### src/rtl/reg_access_arbiter.sv
// reg_access_arbiter: shares the single-port config register bank between the SPI and core requesters
module reg_access_arbiter #(
  parameter int RD_LAT         = 1,
  parameter int MAX_SPI_STREAK = 4
) (
  input  logic       clk,
  input  logic       rst,
  input  logic       spi_req,
  input  logic       spi_we,
  input  logic [6:0] spi_addr,
  input  logic [7:0] spi_wdata,
  output logic       spi_gnt,
  output logic       spi_rvalid,
  output logic [7:0] spi_rdata,
  input  logic       core_req,
  input  logic       core_we,
  input  logic [6:0] core_addr,
  input  logic [7:0] core_wdata,
  output logic       core_gnt,
  output logic       core_rvalid,
  output logic [7:0] core_rdata,
  output logic       mem_en,
  output logic       mem_we,
  output logic [6:0] mem_addr,
  output logic [7:0] mem_wdata,
  input  logic [7:0] mem_rdata
);
  localparam int SW = $clog2(MAX_SPI_STREAK + 1);
  localparam int CW = $clog2(RD_LAT + 1);
  typedef enum logic [1:0] {IDLE, ISSUE, RD_WAIT} state_t;
  state_t        state, state_d;
  logic [SW-1:0] streak, streak_d;
  logic [CW-1:0] cnt, cnt_d;
  logic          win_core, pick_core, issue, rd_done;
  // core wins when alone or once SPI has used up its streak allowance
  assign pick_core = core_req && (!spi_req || streak == SW'(MAX_SPI_STREAK));
  assign issue     = state == IDLE && (spi_req || core_req);
  assign rd_done   = state == RD_WAIT && cnt == CW'(RD_LAT);
  always_comb begin
    state_d = state == IDLE  ? (issue ? ISSUE : IDLE) :
              state == ISSUE ? (mem_we ? IDLE : RD_WAIT) :
              rd_done        ? IDLE : RD_WAIT;
  end
  always_comb begin
    streak_d = state != IDLE ? streak : (core_req && !pick_core) ? streak + 1'b1 : '0;
    cnt_d    = state == RD_WAIT ? cnt + 1'b1 : CW'(1);
  end
  always_ff @(posedge clk) begin
    if (rst) begin
      state       <= IDLE;
      streak      <= '0;
      cnt         <= '0;
      win_core    <= 1'b0;
      spi_gnt     <= 1'b0;
      spi_rvalid  <= 1'b0;
      spi_rdata   <= '0;
      core_gnt    <= 1'b0;
      core_rvalid <= 1'b0;
      core_rdata  <= '0;
      mem_en      <= 1'b0;
      mem_we      <= 1'b0;
      mem_addr    <= '0;
      mem_wdata   <= '0;
    end else begin
      state       <= state_d;
      streak      <= streak_d;
      cnt         <= cnt_d;
      mem_en      <= issue;
      spi_gnt     <= issue && !pick_core;
      core_gnt    <= issue && pick_core;
      spi_rvalid  <= rd_done && !win_core;
      core_rvalid <= rd_done && win_core;
      if (issue) begin
        win_core  <= pick_core;
        mem_we    <= pick_core ? core_we : spi_we;
        mem_addr  <= pick_core ? core_addr : spi_addr;
        mem_wdata <= pick_core ? core_wdata : spi_wdata;
      end
      if (rd_done && !win_core) spi_rdata <= mem_rdata;
      if (rd_done && win_core) core_rdata <= mem_rdata;
    end
  end
endmodule

### config.mk
export PLATFORM = sky130hd
export DESIGN_NAME = reg_access_arbiter
export DESIGN_NICKNAME = d
export VERILOG_FILES = /design/src/rtl/reg_access_arbiter.sv
export SDC_FILE = /design/constraint.sdc
export NUM_CORES = 1
export LEC_CHECK = 0
export ABC_AREA = 1
export CORE_ASPECT_RATIO = 1.2
export CORE_MARGIN = 5
export CORE_UTILIZATION = 29
export CTS_BUF_LIST = sky130_fd_sc_hd__clkbuf_16
export CTS_CLUSTER_SIZE = 24
export DETAILED_ROUTE_END_ITERATION = 8
export PLACE_DENSITY = 0.63
export SLEW_MARGIN = 20
export SYNTH_ARGS = -nofsm -noshare
export SYNTH_HDL_FRONTEND = slang
export SYNTH_SLANG_ARGS = --single-unit
### constraint.sdc
create_clock -name clk -period 3.9 [get_ports clk]
set_input_delay 0.78 -clock clk [delete_from_list [all_inputs] [get_ports clk]]
set_output_delay 0.78 -clock clk [all_outputs]
set_load 0.01 [all_outputs]
== Yosys cells after proc, flatten, opt, wreduce, memory -nomap -nowiden ==
Cells that the tools add are included.
Widths: inputs -> output; s select.

* Register bits after elaboration: 44
* Output and inout port bits: 37
* Bits of input ports: 44
* Word-level logic and storage cells: 44

* Add/sub/neg operators: 2
* Eq/ne operators: 3
* Reductions and logical operators: 15
* Muxes and demuxes: 10

{| class="wikitable"
|+ Operators by type and width
! operator !! number
|-
| $logic_and 1x1->1 || 8
|-
| $mux 2 || 4
|-
| $mux 8 || 1
|-
| $mux 7 || 1
|-
| $add 3x1->3 const B || 1
|-
| $eq 3x3->1 const B || 1
|-
| $logic_not 1->1 || 3
|-
| $mux 1 || 3
|-
| $mux 3 || 1
|-
| $eq 2x1->1 const B || 1
|-
| $eq 2x2->1 const B || 1
|-
| $logic_not 2->1 || 1
|-
| $logic_or 1x1->1 || 2
|-
| $reduce_bool 2->1 || 1
|-
| $add 1x1->1 const B || 1
|}

== Logic depth before layout (Yosys ltp) ==
* Depth after elaboration: 6
* Depth in mapped cells: 9
* Mapped depth without buffers: 9

== Least setup slack after synthesis ==
Ideal clock, no wire load.

* Path type: in2reg
* Start point: input port spi_req
* End point: register mem_addr[3]
* Arrival: 1.426 ns
* Buffers on the path: 1
* Data required time: 3.842 ns
* Slack: 2.416 ns
* Stages on the path: 6
* Setup time: 0.058 ns
* Cell sequence: o21ai_2 buf_6 nand2_1 o21ai_0 nand2_1 nand2_1

* Longest elaborated chain between the ends: 4
* Elaborated cells between the ends (all ways): 6
* Classes of those cells: mux (1); reduce/logical (5)

{| class="wikitable"
|+ RTL lines
! what !! RTL line !! source
|-
| start, declared || 8 || <nowiki>input logic spi_req,</nowiki>
|-
| $logic_not 1->1 || 36 || <nowiki>assign pick_core = core_req && (!spi_req || streak == SW'(MAX_SPI_STREAK));</nowiki>
|-
| $logic_or 1x1->1 || 36 ||
|-
| $logic_and 1x1->1 || 36 ||
|-
| $mux 7 || 76 || <nowiki>mem_addr <= pick_core ? core_addr : spi_addr;</nowiki>
|-
| end signal, assigned || 76 ||
|-
| end, declared || 24 || <nowiki>output logic [6:0] mem_addr,</nowiki>
|}

Parallel ways exist; a longest one is shown, timed or not.
A chain may end at the register's enable or synchronous reset.

==> impl_metrics.tcl <==
set metrics [dict create \
    reg2reg_depth 9 \
    synth.distinct_cells 27 \
    vias 1754 \
    drive_gt1_share_pct 4.78 \
    ys_async_sr_fraction_pct 0 \
    sw_frac_of_total_pct 26.0 \
    p_per_area_nw_per_um2 398 \
    clock-skew-final_ns 0.00484 \
    hold_depth 2 \
    clock_path_buffers 2 \
    ys_top_cells_by_count "nand2_1, dfxtp_1, inv_1" \
    synth-main-ff-cell "dfxtp_1" \
    clockPowerShare_pct 34.4 \
    clkTransAtPathRegs_ns 0.06 \
    drt_wl_total_mm 5.01 \
    switchingPower_uw 290 \
    cp_slowest_cell "inv_1" \
    dpl.hpwl_mm 3.64 \
    wl_per_cell_um 12.7 \
    vdd_drop_max_v 0.000234 \
    comb_power_share_pct 20.7 \
    place_inst 389 \
    syn_area_per_cell_um2 7.77 \
    root_buffer "clkbuf_16" \
    rr_endpoint "mem_we" \
    crit_arrival_ns 2.70 \
    grt_pass1_wl_mm 8.27 \
    yosysMostFrequentCell "nand2_1" \
    postCtsResizedCells 0 \
    syn_area_um2 1840 \
    setup_tns_ns 0 \
    cap_violations 0 \
    viasPerCell 4.43 \
    hold_viol 0 \
    ant_nets 0 \
    antenna_found_initial 0 \
    min_path_type "register to register" \
    drc 0 \
    grt_pass1_vias 1803 \
    fmax_mhz 402 \
    place_congestion 0.716 \
    finalSetupViolations 0 \
    start_util_pct 30.2 \
    crit_type "primary input to register" \
    rows 31 \
    cts_tree "built" \
    die_w_um 82.7 \
    n_antenna_cell 0 \
    cp_slowest_stage_delay_ns 0.81 \
    synth-edff-count 0 \
    p_int_uw 827 \
    crit_family "buffers and inverters" \
    outcome "completed" \
    slew_headroom_pct 41.4 \
    hold_buffers 0 \
    rsz0062_at_grt "no" \
    end_kind "register" \
    start_kind "primary input" \
    reg2reg_slack_ns 2.09 \
    hold_start "streak[1]" \
    maxSlewViolCount 0 \
    overflow 0 \
    worstSkewPairLatency_ns 0.28 \
    first_iter_violations 57 \
    synth_nets 283 \
    hold_path_end "streak[1]" \
    pwr-share-seq_pct 44.8 \
    h-tree-depth 2 \
    required_ns 4.11 \
    crit_chain "clkdlybuf4s50_1 > inv_1 > o21ai_0 > a21oi_1" \
    r2r_start "streak[0]" \
    cts_setup_buffers 0 \
    worst_pin_slew_ns 0.877 \
    fin_cells 396 \
    layout.nets 360 \
    boundaryPins 81 \
    synth_top_cell_area_share_pct 47.9 \
    dieArea_um2 8050 \
    fill_cells 637 \
    chipHeight_um 97.3 \
    first_pass_iters 4 \
    yosys-top-cells-area "dfxtp_1, nand2_1, inv_1" \
    ys_ff_latch 44 \
    track_usage_pct 13.1 \
    yosysSeqAreaShare_pct 47.9 \
    cts_made_buffers 5 \
    synthCells 237 \
    coreArea_um2 6090 \
    grt_max_degree 32 \
    netlist.top_cell.by_area "dfxtp_1" \
    cp_max_fo 31 \
    portBuffers 80 \
    clkSinkCount 44 \
    synth_warnings 0 \
    leakage_uw 0.00122 \
    critPathBufInv 2 \
    min_period_ns 2.49 \
    period_share_pct 63.8 \
    syn2layout_area_growth_pct 52.5 \
]
area by class of cell:
| class | instances | area, um^2 | area share [%] |
|---|---|---|---|
| well taps | 82 | 103 | 3.65 |
| clock buffers | 5 | 125 | 4.46 |
| repair buffers | 80 | 801 | 28.5 |
| multi-input cells | 155 | 786 | 28.0 |
| flip-flops and latches | 44 | 881 | 31.4 |
| inverters | 28 | 105 | 3.74 |
| clock inverters | 2 | 7.51 | 0.267 |
worst register-to-register path, stage by stage (launching register included):
cell and delay, ns:
dfxtp_1 0.31, inv_1 0.08, ha_1 0.15, nand2_1 0.06
nand2_1 0.30, nand2_1 0.34, nand2_4 0.22, nor2_1 0.05
nor2_1 0.11, nor2_1 0.05
flip-flops by register name, indices dropped and copies added, names as in the netlist:
| signal | flops |
|---|---|
| mem_addr | 7 |
| win_core | 1 |
| core_rvalid | 1 |
| spi_gnt | 1 |
| cnt | 1 |
| core_rdata | 8 |
| mem_we | 1 |
| core_gnt | 1 |
| state | 2 |
| streak | 3 |
| spi_rvalid | 1 |
| mem_wdata | 8 |
| spi_rdata | 8 |
| mem_en | 1 |
cells by family (layout without fill, tap and decap cells):
logic type      Yosys count  after routing  share of synthesized area (%)
buf+inv                  38            115                           9.45
flops                    44             44                           47.9
fa+ha+maj                 2              2                           1.36
compound gates           45             45                           13.0
simple gates            108            108                           28.3
layout by cell type (no fill, tap or decap), types with 3 or more instances in the layout:
cell,netlist,routed
nor2_4,4,4
nor2_1,19,19
o21ai_0,19,19
clkdlybuf4s50_1,0,80
nand4_1,9,9
dfxtp_1,44,44
o22ai_1,3,3
nand3_1,15,15
a21oi_1,17,17
clkbuf_16,0,5
inv_1,27,27
nand2_1,56,56
stage by stage:
stage / total power (uW) / cell area [um^2] / utilization, % / setup slack [ns] / hold slack (ns)
after global placement: 741 / 2680 / 43.9 / 1.15 / 0.495
after CTS: 1140 / 2810 / 46.1 / 1.39 / 0.509
final: 1120 / 2810 / 46.1 / 1.41 / 0.505
after detailed placement: 745 / 2680 / 43.9 / 1.10 / 0.501
after global routing: 1180 / 2810 / 46.1 / 1.18 / 0.555
after floorplan: 626 / 1840 / - / 2.42 / 0.476
power groups by stage:
stage | Combinational [uW] | Clock, uW | Sequential [uW]
after floorplan | 104 | 0 | 522
after global placement | 231 | 0 | 510
after detailed placement | 235 | 0 | 510
after CTS | 236 | 399 | 501
after global routing | 258 | 414 | 504
final | 231 | 385 | 500
worst max path at each step:
stage,start,end,slack [ns],cells past startpoint
6_report,rst,core_rdata[0],1.41,4
5_1_grt,rst,spi_rdata[5],1.18,4
4_1_cts,rst,win_core,1.39,4
3_5_place_dp,rst,spi_rdata[7],1.10,4
3_3_place_gp,rst,win_core,1.15,4
2_1_floorplan,spi_req,mem_addr[3],2.42,6
metal layers:
| layer | part of all wire, % | wire length [um] | global-route usage, % |
|---|---|---|---|
| met3 | 7.1 | 356 | 4.17 |
| met1 | 44 | 2200 | 15.6 |
| met2 | 48 | 2410 | 22.0 |
| met4 | 0.96 | 48 | 3.77 |
| met5 | 0 | 0 | 0 |
No activity file was read; power rests on OpenSTA's default activity.
